$ cat src/rtl/pipeline_pkg.sv
`default_nettype none
// +--------------------------------------------------------------------+
// | pipeline_pkg : shared word width, PC step and fetch-state encoding |
// | Revision     : 1.0                                                 |
// +--------------------------------------------------------------------+
package pipeline_pkg;

    localparam int                 WORD_W  = 32;
    localparam logic [WORD_W-1:0]  PC_STEP = 32'd4;
    localparam int                 ENTRY_W = 2 * WORD_W;

    typedef enum logic [1:0] {
        IDLE = 2'd0,
        WAIT = 2'd1,
        DROP = 2'd2
    } fetch_state_t;

endpackage : pipeline_pkg
`default_nettype wire

$ cat src/rtl/fetch_fifo.sv
`default_nettype none
// +--------------------------------------------------------------------+
// | fetch_fifo : small fetch buffer with push/pop/flush and count      |
// | Revision   : 1.0                                                   |
// +--------------------------------------------------------------------+
module fetch_fifo #(
    parameter int DEPTH  = 2,
    parameter int DATA_W = 64,
    parameter int CNT_W  = $clog2(DEPTH + 1)
) (
    input  logic              clk,
    input  logic              rst_n,
    input  logic              i_push,
    input  logic              i_pop,
    input  logic              i_flush,
    input  logic [DATA_W-1:0] i_data,
    output logic [DATA_W-1:0] o_head,
    output logic [CNT_W-1:0]  o_count
);

    localparam int               PTR_W  = (DEPTH > 1) ? $clog2(DEPTH) : 1;
    localparam logic [CNT_W-1:0] c_full = CNT_W'(DEPTH);

    logic [DATA_W-1:0] r_mem [DEPTH];
    logic [PTR_W-1:0]  r_wr_ptr;
    logic [PTR_W-1:0]  r_rd_ptr;
    logic [CNT_W-1:0]  r_count;
    logic              w_do_push;
    logic              w_do_pop;

    // Flush wins over both push and pop issued in the same cycle.
    assign w_do_push = i_push && (r_count != c_full) && !i_flush;
    assign w_do_pop  = i_pop  && (r_count != '0)     && !i_flush;

    always_ff @(posedge clk or negedge rst_n) begin
        if (!rst_n) begin
            for (int i = 0; i < DEPTH; i++) begin
                r_mem[i] <= '0;
            end
            r_wr_ptr <= '0;
            r_rd_ptr <= '0;
            r_count  <= '0;
        end else if (i_flush) begin
            r_wr_ptr <= '0;
            r_rd_ptr <= '0;
            r_count  <= '0;
        end else begin
            if (w_do_push) begin
                r_mem[r_wr_ptr] <= i_data;
                r_wr_ptr        <= r_wr_ptr + PTR_W'(1);
            end
            if (w_do_pop) begin
                r_rd_ptr <= r_rd_ptr + PTR_W'(1);
            end
            case ({w_do_push, w_do_pop})
                2'b10:   r_count <= r_count + CNT_W'(1);
                2'b01:   r_count <= r_count - CNT_W'(1);
                default: r_count <= r_count;
            endcase
        end
    end

    assign o_head  = r_mem[r_rd_ptr];
    assign o_count = r_count;

endmodule : fetch_fifo
`default_nettype wire

$ cat src/rtl/instr_fetch_unit.sv
`default_nettype none
// +--------------------------------------------------------------------+
// | instr_fetch_unit : single-outstanding instruction fetch + buffer   |
// | Revision         : 1.0                                             |
// +--------------------------------------------------------------------+
module instr_fetch_unit
    import pipeline_pkg::*;
#(
    parameter logic [31:0] RESET_PC   = 32'h0000_0000,
    parameter int          FIFO_DEPTH = 2
) (
    input  logic              clk,
    input  logic              rst_n,
    output logic              imem_req,
    output logic [WORD_W-1:0] imem_addr,
    input  logic              imem_ack,
    input  logic [WORD_W-1:0] imem_rdata,
    input  logic              stall,
    input  logic              redirect,
    input  logic [WORD_W-1:0] redirect_pc,
    output logic [WORD_W-1:0] PC_4_out,
    output logic [WORD_W-1:0] instruction_out,
    output logic              valid_out
);

    localparam int               CNT_W   = $clog2(FIFO_DEPTH + 1);
    localparam logic [CNT_W-1:0] c_depth = CNT_W'(FIFO_DEPTH);

    fetch_state_t       r_state;
    fetch_state_t       w_state_nxt;
    logic [WORD_W-1:0]  r_pc;
    logic [ENTRY_W-1:0] r_hold;
    logic [ENTRY_W-1:0] w_head;
    logic [CNT_W-1:0]   w_count;
    logic               w_valid;
    logic               w_req;
    logic               w_push;
    logic               w_pop;
    logic               w_flush;

    // State register
    always_ff @(posedge clk or negedge rst_n) begin
        if (!rst_n) begin
            r_state <= IDLE;
        end else begin
            r_state <= w_state_nxt;
        end
    end

    // Next-state logic
    always_comb begin
        w_state_nxt = r_state;
        case (r_state)
            IDLE: begin
                if (w_req) begin
                    w_state_nxt = WAIT;
                end
            end
            WAIT: begin
                if (redirect) begin
                    w_state_nxt = imem_ack ? IDLE : DROP;
                end else if (imem_ack) begin
                    w_state_nxt = IDLE;
                end
            end
            DROP: begin
                // A redirect while dropping keeps dropping until the stale ack lands.
                if (imem_ack) begin
                    w_state_nxt = IDLE;
                end
            end
            default: w_state_nxt = IDLE;
        endcase
    end

    // Output / control decode
    always_comb begin
        w_req   = (r_state == IDLE) && !redirect && (w_count < c_depth);
        w_push  = (r_state == WAIT) && imem_ack && !redirect;
        w_flush = redirect;
        w_pop   = w_valid && !stall && !redirect;
    end

    // While a request is outstanding r_pc already holds its address + 4.
    always_ff @(posedge clk or negedge rst_n) begin
        if (!rst_n) begin
            r_pc <= RESET_PC;
        end else if (redirect) begin
            r_pc <= redirect_pc;
        end else if (w_req) begin
            r_pc <= r_pc + PC_STEP;
        end
    end

    always_ff @(posedge clk or negedge rst_n) begin
        if (!rst_n) begin
            r_hold <= '0;
        end else if (w_valid) begin
            r_hold <= w_head;
        end
    end

    fetch_fifo #(
        .DEPTH  (FIFO_DEPTH),
        .DATA_W (ENTRY_W),
        .CNT_W  (CNT_W)
    ) u_fetch_fifo (
        .clk     (clk),
        .rst_n   (rst_n),
        .i_push  (w_push),
        .i_pop   (w_pop),
        .i_flush (w_flush),
        .i_data  ({r_pc, imem_rdata}),
        .o_head  (w_head),
        .o_count (w_count)
    );

    assign w_valid         = (w_count != '0);
    assign valid_out       = w_valid;
    assign imem_req        = w_req;
    assign imem_addr       = r_pc;
    assign PC_4_out        = w_valid ? w_head[ENTRY_W-1:WORD_W] : r_hold[ENTRY_W-1:WORD_W];
    assign instruction_out = w_valid ? w_head[WORD_W-1:0]       : r_hold[WORD_W-1:0];

endmodule : instr_fetch_unit
`default_nettype wire
$ cat config.mk
export PLATFORM = sky130hd
export DESIGN_NAME = instr_fetch_unit
export DESIGN_NICKNAME = d
export VERILOG_FILES = /design/src/rtl/pipeline_pkg.sv /design/src/rtl/fetch_fifo.sv /design/src/rtl/instr_fetch_unit.sv
export SDC_FILE = /design/constraint.sdc
export NUM_CORES = 1
export LEC_CHECK = 0
export ABC_CLOCK_PERIOD_IN_PS = 2900
export CAP_MARGIN = 25
export CORE_ASPECT_RATIO = 1.75
export CORE_MARGIN = 8
export CORE_UTILIZATION = 35
export DETAILED_ROUTE_END_ITERATION = 10
export HOLD_SLACK_MARGIN = 0.08
export SLEW_MARGIN = 25
export SYNTH_ARGS = -nofsm -noshare
export SYNTH_HDL_FRONTEND = slang
export SYNTH_SLANG_ARGS = --single-unit
export TNS_END_PERCENT = 5
$ cat constraint.sdc
create_clock -name clk -period 2.9 [get_ports clk]
set_clock_uncertainty 0.05 [all_clocks]
set_input_delay 0.29 -clock clk [delete_from_list [all_inputs] [get_ports clk]]
set_output_delay 0.29 -clock clk [all_outputs]
set_load 0.1 [all_outputs]
## After elaboration in Yosys (flattened, before gate mapping)

Cells that the tools add are included.

- Add/sub/neg operators: 5
- $mul: 0
- Divide/modulo/power cells: 0
- $lt $le $gt $ge: 4
- Equal/unequal tests: 6
- Shift operators: 0
- Multiplexer cells: 21
- Bitwise gates (word level): 3
- Reductions and logical operators: 20

Operators by type and width:

| operator | number |
|---|---|
| 64-bit 2-to-1 mux | 4 |
| 128-bit bitwise mux | 1 |
| 32-bit 2-to-1 mux | 4 |
| 64-bit demux with 1-bit select | 1 |
| 32-bit by 3-bit adder with 32-bit output, second input constant | 1 |
| 1-bit logical AND | 11 |
| 2-bit 2-to-1 mux | 5 |
| 2-bit nonzero test | 4 |
| 2-bit one-hot mux with 3 select lines | 1 |
| 2-bit by 1-bit == test with 1-bit output, second input constant | 2 |
| 2-bit == test, second input constant | 2 |
| 2-bit >= comparator, second input constant | 2 |
| 1-bit 2-to-1 mux | 4 |
| 2-bit inequality test, second input constant | 2 |
| 1-bit inverter with 2-bit output | 2 |
| 2-bit one-hot mux with 2 select lines | 1 |
| 3-bit nonzero test | 1 |
| 1-bit adder, second input constant | 2 |
| 2-bit by 1-bit adder with 2-bit output, second input constant | 1 |
| 1-bit logical NOT | 2 |
| 2-bit logical NOT | 1 |
| 2-bit by 1-bit < comparator with 1-bit output, second input constant | 1 |
| 2-bit < comparator, second input constant | 1 |
| 2-bit AND reduction | 1 |
| other kinds (2) | 2 |

- Flip-flop bits (word level): 230
- Latch bits: 0
- Memory bits (writable): 0
- Bits in read-only memories: 0
- Input port bits: 69
- Output and inout bits: 98
- Word-level logic and storage cells: 67
- Memories kept: 0

## Logic depth before layout (Yosys ltp)

Gate-level depths: netlist (run 1).

- Depth in word-level cells: 8
- Gate-level depth with buffers: 7
- Mapped depth without buffers: 6

## Hierarchy

From an unflattened synthesis (run 1), not the netlist that was laid out.

- Cell total of the unflattened synthesis: 715
- Area total of the unflattened synthesis: 10214.8 um^2

Modules (own cells, without submodules):

| module | instances | cells each | area an instance (um^2) | sequential area each (um^2) |
|---|---|---|---|---|
| fetch_fifo | 1 | 364 | 5921.9 | 3303.2 |
| instr_fetch_unit | 1 | 351 | 4292.9 | 2452.4 |

## Worst setup path after synthesis (run 1)

No wires, ideal clock.

- Kind: register to output
- From: reg u_fetch_fifo.r_count[0] (netlist: u_fetch_fifo.o_count[0])
- To: out instruction_out[22]
- Arrival time: 3.313 ns
- Slack: -0.753 ns
- Stages on the path, launching flop included: 6
- Buffers on the path: 3
- Cell sequence: dfrtp_1 or2_2 clkbuf_1 clkbuf_1 clkbuf_1 a21oi_1

- Word-level cells in the longest chain between the ends: 2

RTL lines:

| what | line | text |
|---|---|---|
| from (decl) | fetch_fifo.sv:27 | `logic [CNT_W-1:0] r_count;` |
| from (signal assigned) | fetch_fifo.sv:56 | `2'b10: r_count <= r_count + CNT_W'(1);` |
| from (signal assigned) | fetch_fifo.sv:57 | `2'b01: r_count <= r_count - CNT_W'(1);` |
| from (signal assigned) | fetch_fifo.sv:58 | `default: r_count <= r_count;` |
| 2-bit nonzero test | instr_fetch_unit.sv:118 | `assign w_valid = (w_count != '0);` |
| via valid_out | instr_fetch_unit.sv:23 | `output logic valid_out` |
| 32-bit 2-to-1 mux | instr_fetch_unit.sv:123 | `assign instruction_out = w_valid ? w_head[WORD_W-1:0] : r_hold[WORD_W-1:0];` |
| to (decl) | instr_fetch_unit.sv:22 | `output logic [WORD_W-1:0] instruction_out,` |

The timed path passes the listed nets, and every way through them passes these cells.

## Final worst setup path (run 1)

- From: reg u_fetch_fifo.r_count[1] (netlist: u_fetch_fifo.o_count[1])
- To: out PC_4_out[0]

- Word-level cells in the longest chain between the ends: 2

RTL lines:

| what | line | text |
|---|---|---|
| 2-bit nonzero test | instr_fetch_unit.sv:118 |  |
| 32-bit 2-to-1 mux | instr_fetch_unit.sv:122 | `assign PC_4_out = w_valid ? w_head[ENTRY_W-1:WORD_W] : r_hold[ENTRY_W-1:WORD_W];` |
| to (decl) | instr_fetch_unit.sv:21 | `output logic [WORD_W-1:0] PC_4_out,` |

No other way between the ends.

==> PnR_summary.wiki, run 1 <==
{| class="wikitable"
! Metric !! Value
|-
| Required time of the worst setup path || 2.56 ns
|-
| Number of fill cells || 2513
|-
| Clock slew at reported path FFs || 0.06 ns
|-
| Antenna violations before repair || 0
|-
| Chip Height || 236 µm
|-
| DR iter-0 viols || 282
|-
| Buffers & Inverters on Critical Path || 2
|-
| Total core area || 27200 µm²
|-
| Width of the die || 142 µm
|-
| Total via count in the routed design || 6614
|-
| Count of port buffers added during placement || 166
|-
| Setup violation total in the final timing report || 0
|-
| Highest clock frequency the design can meet || 368 MHz
|-
| Worst setup path category || reg2out
|-
| Area taken by flip-flops and latches || 5760 µm²
|-
| Cell count after synthesis || 784
|-
| Tightest Hold Check Type || in2reg
|-
| Flop and latch count out of synthesis || 230
|-
| Synth unique cells || 39
|-
| Insertion delay of the later-clocked pin in the worst-skew pair || 0.51 ns
|-
| Min cycle time layout || 2.72 ns
|-
| DRC violations left || 0
|-
| Multi-input gate area in the final layout || 3800 µm²
|-
| Count of final max-slew check failures || 0
|-
| Largest stage delay on the critical path || 0.59 ns
|-
| Number of gates resized after CTS || 0
|-
| First-pass detailed-route iteration total || 7
|-
| Run status || finished, final reports clean
|-
| Total track usage || 0.152
|-
| Number of warning messages in the yosys log || 0
|-
| Fraction of the cycle the final worst path needs || 0.937
|-
| Row count || 80
|-
| LEAKAGE || 5.60 nW
|-
| Seq/Total Area, Yosys || 0.593
|-
| Post-CTS Setup Repair Bufs || 0
|-
| DR vias/cell || 4.97
|-
| Share of final-layout standard cells stronger than drive strength 1 || 0.295
|-
| Post-layout util || 0.481
|-
| Final non-filler cell area || 13100 µm²
|-
| Power density cells || 1090 nW/µm²
|-
| Ordered cell list for the critical path || or2_4 -> buf_12 -> nor2_1 -> a21oi_1 -> buf_12
|-
| Post-detailed-placement half-perimeter wirelength || 17300 µm
|-
| Number of buffers between clock root and the deepest sink || 3
|-
| Remaining Overflow, GRT || 0
|-
| Number of buffers inserted during clock tree synthesis || 23
|-
| Category of the worst setup path capture point || primary output
|-
| Cell with the largest stage delay on the worst path || sky130_fd_sc_hd__dfrtp_1
|-
| Max-cap violations || 0
|-
| Synth Net Count || 854
|-
| Clock tree sinks || 230
|-
| Effective utilization at floorplan || 0.356
|-
| Placement Cell Area || 12400 µm²
|-
| Final Wtd Congestion || 0.802
|-
| Diodes inserted || 0
|-
| Most common cell type on the critical path || sky130_fd_sc_hd__buf_12
|-
| Measured slew at the worst slew-check pin || 0.640 ns
|-
| Most frequent cells in the layout || sky130_fd_sc_hd__dfrtp_1 (229), sky130_fd_sc_hd__mux2_2 (118), sky130_fd_sc_hd__nor2_1 (72), sky130_fd_sc_hd__buf_12 (67)
|-
| Post-synthesis instance area || 9700 µm²
|-
| Clock tree from TritonCTS || built
|-
| Final number of hold-violating endpoints || 0
|-
| Final critical-path setup slack || 0.183 ns
|-
| Via count of the first global-routing pass || 7062
|-
| Most common cell after layout, fill and taps aside || sky130_fd_sc_hd__dfrtp_1
|-
| IO Count || 167
|-
| Cell class contributing the biggest share of worst-path delay || flip-flops
|-
| First-pass GRT wire length || 40200 µm
|-
| Startpoint types || flip-flop
|-
| Wire length after detailed routing || 25600 µm
|-
| Pin count of the biggest net entering global routing || 68
|-
| Worst EP arrival || 2.38 ns
|-
| Syn Area/Cell || 12.4 µm²
|-
| Clock root buffer || sky130_fd_sc_hd__clkbuf_16
|-
| Number of nets with antenna violations after routing || 0
|-
| Max transition margin || 0.569
|-
| Number of H-tree levels || 1
|-
| WL per Instance || 19.3 µm
|-
| Worst Path Max Fanout || 41
|-
| Unrepaired setup endpoints after global routing || no
|-
| Area of the die || 33500 µm²
|-
| Pre-CTS setup slack || 0.511 ns
|-
| Layout overhead on the synthesized area || 35.1%
|-
| Max VDD drop || 0.483 mV
|-
| Net count of the finished layout || 1021
|}
## final timing paths
kind | endpoint | depth (start not counted) | startpoint | slack (ns)
max in group asynchronous | u_fetch_fifo.r_mem[115]$_DFFE_PN0P_ | 3 | rst_n | 1.68
worst max-delay path | PC_4_out[0] | 5 | u_fetch_fifo.o_count[1]$_DFFE_PN0P_ | 0.18
worst min-delay path | imem_addr[26]$_DFFE_PN0N_ | 3 | redirect | 0.14
worst min register to register | u_fetch_fifo.r_mem[56]$_DFFE_PN0P_ | 2 | u_fetch_fifo.r_mem[56]$_DFFE_PN0P_ | 0.43
min in group asynchronous | r_hold[42]$_DFFE_PN0N_ | 2 | rst_n | 0.29
worst max register to register | imem_addr[31]$_DFFE_PN0N_ | 5 | u_fetch_fifo.o_count[1]$_DFFE_PN0P_ | 0.44
## cell families (layout without fill, tap and decap cells)
logic type	Yosys count	after routing	share of synthesized area
buf+inv	49	225	0.0200
simple gates	178	180	0.0867
compound gates	105	105	0.0574
flops	230	230	0.593
mux	195	195	0.218
xor+xnor	26	26	0.0235
fa+ha+maj	1	1	0.00129
## per-stage QoR
step,setup TNS [ns],hold WS [ns],power (mW),instances
global route,0,0.119,14.9,1331
finish,0,0.136,14.2,1331
CTS,0,0.0937,14.4,1329
floorplan,-30.91,-0.0556,9.14,784
detailed placement,0,0.243,11.6,1292
global placement,0,0.242,11.5,1292
## routing by layer
| metal | part of all wire | vias to the layer above | track usage | wire, µm |
|---|---|---|---|---|
| li1 | - | 3076 | - | - |
| met1 | 0.39 | 3348 | 0.175 | 9980 |
| met2 | 0.54 | 157 | 0.277 | 13800 |
| met3 | 0.045 | 33 | 0.0249 | 1150 |
| met4 | 0.026 | 0 | 0.0514 | 666 |
| met5 | 0 | - | 0 | 0 |
## worst reg2reg max path: stages (launching register included)
cell,delay (ns)
sky130_fd_sc_hd__dfrtp_1,0.53
sky130_fd_sc_hd__or3_1,0.49
sky130_fd_sc_hd__nor4_1,0.53
sky130_fd_sc_hd__nand2_1,0.24
sky130_fd_sc_hd__or3_1,0.39
sky130_fd_sc_hd__a31oi_1,0.17
## cell type report
cell class / count / share of cell area
repair buffers: 183 / 0.182
flip-flops and latches: 230 / 0.439
multi-input cells: 507 / 0.290
inverters: 6 / 0.00172
well taps: 369 / 0.0352
clock buffers: 30 / 0.0490
clock inverters: 6 / 0.00305
## registers in the layout, summed over array words and instances (netlist names)
| signal | cells |
|---|---|
| u_fetch_fifo.r_wr_ptr | 1 |
| u_fetch_fifo.o_count | 2 |
| imem_addr | 32 |
| r_state | 2 |
| r_hold | 64 |
| u_fetch_fifo.r_rd_ptr | 1 |
| u_fetch_fifo.r_mem | 128 |
## cell usage after synthesis
library cell                count  share of area
sky130_fd_sc_hd__a2111oi_0      1        0.00090
sky130_fd_sc_hd__a21o_1         1        0.00077
sky130_fd_sc_hd__a21oi_1       67          0.035
sky130_fd_sc_hd__a311o_1        1         0.0010
sky130_fd_sc_hd__a31o_2         1        0.00090
sky130_fd_sc_hd__a31oi_1        1        0.00065
sky130_fd_sc_hd__and3_1         8         0.0052
sky130_fd_sc_hd__and4_1         1        0.00090
sky130_fd_sc_hd__buf_1          5         0.0019
sky130_fd_sc_hd__buf_2          8         0.0041
sky130_fd_sc_hd__clkbuf_1      30          0.012
sky130_fd_sc_hd__clkinv_1       1        0.00039
sky130_fd_sc_hd__dfrtp_1      230           0.59
sky130_fd_sc_hd__ha_1           1         0.0013
sky130_fd_sc_hd__inv_1          5         0.0019
sky130_fd_sc_hd__mux2_1        11          0.013
sky130_fd_sc_hd__mux2_2       118           0.14
sky130_fd_sc_hd__mux2i_1       66          0.068
sky130_fd_sc_hd__nand2_1       45          0.017
sky130_fd_sc_hd__nand3_1       14         0.0072
sky130_fd_sc_hd__nand4_1        9         0.0058
sky130_fd_sc_hd__nor2_1        72          0.028
sky130_fd_sc_hd__nor2b_1        4         0.0026
sky130_fd_sc_hd__nor3_1         4         0.0021
sky130_fd_sc_hd__nor4_1         9         0.0058
sky130_fd_sc_hd__nor4_2         2         0.0026
sky130_fd_sc_hd__nor4_4         1         0.0022
sky130_fd_sc_hd__o2111a_1       1         0.0012
sky130_fd_sc_hd__o211ai_1       1        0.00077
sky130_fd_sc_hd__o21ai_0       15         0.0077
sky130_fd_sc_hd__o21ai_1       14         0.0072
sky130_fd_sc_hd__o21bai_1       1        0.00077
sky130_fd_sc_hd__o221ai_1       1        0.00090
sky130_fd_sc_hd__or2_2          2         0.0013
sky130_fd_sc_hd__or3_1          3         0.0019
sky130_fd_sc_hd__or4_1          2         0.0015
sky130_fd_sc_hd__or4_4          2         0.0023
sky130_fd_sc_hd__xnor2_1       13          0.012
sky130_fd_sc_hd__xor2_1        13          0.012
## repair_timing
item | 4_1_cts | 5_1_grt
hold buffers | 1 | 0
endpoints found under the setup margin | 0 | 3
endpoints found under the hold margin | 63 | 0
## where the power goes
part | internal [mW] | leakage (nW) | switching, mW | total [mW]
clock | 1.55 | 0.337 | 1.21 | 2.76
sequential | 4.16 | 2.81 | 0.463 | 4.63
combinational | 2.30 | 2.46 | 4.55 | 6.85
total | 8.01 | 5.60 | 6.22 | 14.2
Note: power is estimated with default switching activity, not from simulation.
==> inputs of run 2 (changes only) <==
CORE_ASPECT_RATIO = 0.75   (was 1.75)
CORE_MARGIN = 4   (was 8)
==> run 2 against run 1 <==
  * Combinational power fell by 2%
  * Largest power group unchanged
  * First-iteration DRC count increased by 32%
  * Die area is 9.1% lower
  * Critical endpoint is now instruction_out[12]
  * Final area about the same
  * Count of clock-buffer cells in the layout increased by 7
  * Worst hold slack worse by 0.00097 ns
  * Final cell count shrank 0.75%
  * Sequential share of layout area hardly changed
  * Clock power grew 14%
  * Sequential power about the same
  * Non-clock buffer count up 4
==> PnR_summary.wiki, run 2 (same netlist as run 1, synthesis figures left out) <==
{| class="wikitable"
! Metric !! Value
|-
| Run status || finished, final reports clean
|-
| Power density cells || 1100 nW/µm²
|-
| Max reg flops || 128
|-
| Post-CTS Setup Repair Bufs || 0
|-
| Number of cells on the worst hold path || 3
|-
| Final non-filler cell area || 13100 µm²
|-
| Final number of hold-violating endpoints || 0
|-
| Startpoint types || flip-flop
|-
| Number of gates resized after CTS || 0
|-
| Measured slew at the worst slew-check pin || 0.731 ns
|-
| Clock slew at reported path FFs || 0.06 ns
|-
| Required time of the worst setup path || 2.56 ns
|-
| Proportion of power drawn by combinational gates || 0.462
|-
| Cell internal power dissipation || 8.24 mW
|-
| Total track usage || 0.158
|-
| Total core area || 27100 µm²
|-
| Tightest Hold Check Type || in2reg
|-
| Count of final max-slew check failures || 0
|-
| LEAKAGE || 5.64 nW
|-
| Chip Height || 152 µm
|-
| Final Wtd Congestion || 0.860
|-
| Antenna violations before repair || 0
|-
| Row count || 52
|-
| Most common cell after layout, fill and taps aside || sky130_fd_sc_hd__dfrtp_1
|-
| Highest clock frequency the design can meet || 361 MHz
|-
| Count of port buffers added during placement || 166
|-
| Via count of the first global-routing pass || 6722
|-
| Effective utilization at floorplan || 0.358
|-
| Placement Cell Area || 12300 µm²
|-
| Sequential group share of total power || 0.320
|-
| Category of the worst setup path capture point || primary output
|-
| Max-cap violations || 0
|-
| Total via count in the routed design || 6593
|-
| Worst Path Max Fanout || 29
|-
| Remaining Overflow, GRT || 0
|-
| Number of buffers inserted during clock tree synthesis || 24
|-
| Number of nets with antenna violations after routing || 0
|-
| Clock root buffer || sky130_fd_sc_hd__clkbuf_16
|-
| Max transition margin || 0.513
|-
| Width of the die || 200 µm
|-
| Worst Reg2Reg Path Length in Cells || 5
|-
| Insertion delay of the later-clocked pin in the worst-skew pair || 0.52 ns
|-
| Unrepaired setup endpoints after global routing || no
|-
| IO Count || 167
|-
| Post-detailed-placement half-perimeter wirelength || 16100 µm
|-
| Clock tree sinks || 230
|-
| Number of buffers between clock root and the deepest sink || 3
|-
| Fraction of the cycle the final worst path needs || 0.955
|-
| Clock network fraction of total power || 0.218
|-
| WL per Instance || 18.5 µm
|-
| Reg with most FFs || u_fetch_fifo.r_mem
|-
| Switching Fraction || 0.430
|-
| Setup violation total in the final timing report || 0
|-
| Worst EP arrival || 2.43 ns
|-
| Wire length after detailed routing || 24500 µm
|-
| DR iter-0 viols || 371
|-
| Layout overhead on the synthesized area || 35.2%
|-
| Final critical-path setup slack || 0.132 ns
|-
| Number of H-tree levels || 1
|-
| First-pass GRT wire length || 39200 µm
|-
| Pre-CTS setup slack || 0.510 ns
|-
| Net count of the finished layout || 1025
|-
| Pin count of the biggest net entering global routing || 71
|-
| Power dissipated by switching net loads || 6.21 mW
|-
| Clock tree from TritonCTS || built
|-
| First-pass detailed-route iteration total || 5
|-
| Share of final-layout standard cells stronger than drive strength 1 || 0.298
|-
| Max VDD drop || 0.642 mV
|-
| Most frequent cells in the layout || sky130_fd_sc_hd__dfrtp_1 (229), sky130_fd_sc_hd__mux2_2 (118), sky130_fd_sc_hd__nor2_1 (72), sky130_fd_sc_hd__mux2i_1 (66), sky130_fd_sc_hd__clkdlybuf4s50_1 (66)
|-
| Min cycle time layout || 2.77 ns
|-
| DR vias/cell || 4.99
|-
| DRC violations left || 0
|-
| Worst setup path category || reg2out
|-
| Area of the die || 30500 µm²
|-
| Diodes inserted || 0
|}
-- run 2: timing repair --
item                                    CTS  global route
endpoints found under the hold margin    66             0
pin swaps                                 1             1
gates cloned                              1             0
hold buffers                              1             0
endpoints found under the setup margin   13             1
-- run 2: power by group through the flow --
stage,Clock (mW),Sequential (mW),Combinational [mW]
floorplan,0,4.88,4.26
global placement,0,4.65,6.69
detailed placement,0,4.68,6.74
CTS,3.24,4.62,6.75
global route,3.40,4.73,6.97
finish,3.15,4.62,6.68
-- run 2: critical path, cell delays in order (launching register included) --
cell and delay, ns:
sky130_fd_sc_hd__dfrtp_1 0.52, sky130_fd_sc_hd__or2_4 0.52, sky130_fd_sc_hd__buf_4 0.26, sky130_fd_sc_hd__nor2_1 0.05, sky130_fd_sc_hd__a21oi_1 0.32, sky130_fd_sc_hd__buf_12 0.23
-- run 2: area by class of cell --
cell class / count / area [µm²]
tap: 351 / 439
sequential: 230 / 5760
multi-input combinational: 506 / 3790
fill: 2419 / 14000
clock inverter: 4 / 70.1
clock buffer: 37 / 731
timing repair buffer: 187 / 2300
inverter: 6 / 22.5
-- run 2: metrics by stage --
stage,hold slack [ns],power (mW),instances,utilization,setup TNS [ns]
detailed placement,0.268,11.4,1278,0.453,0
global placement,0.260,11.3,1278,0.453,0
CTS,0.111,14.6,1321,0.483,0
global route,0.143,15.1,1321,0.483,0
floorplan,-0.0556,9.14,784,-,-30.91
finish,0.135,14.5,1321,0.483,0
-- run 2: final timing paths --
path                       slack (ns)                                 end                                start
min reg2reg                      0.44  u_fetch_fifo.r_mem[62]$_DFFE_PN0P_   u_fetch_fifo.r_mem[62]$_DFFE_PN0P_
max reg2reg                      0.50           imem_addr[31]$_DFFE_PN0N_  u_fetch_fifo.o_count[1]$_DFFE_PN0P_
min in group asynchronous        0.29              r_hold[26]$_DFFE_PN0N_                                rst_n
max                              0.13                 instruction_out[12]  u_fetch_fifo.o_count[1]$_DFFE_PN0P_
max in group asynchronous        1.73              r_hold[32]$_DFFE_PN0N_                                rst_n
min                              0.13           imem_addr[26]$_DFFE_PN0N_                             redirect
-- run 2: layer usage --
metal | up-vias | wire (µm) | global-route usage
met1 | 3277 | 12400 | 0.246
met5 | - | 0 | 0
met4 | 0 | 308 | 0.0249
met3 | 29 | 1650 | 0.0411
met2 | 184 | 10100 | 0.226
li1 | 3103 | - | -
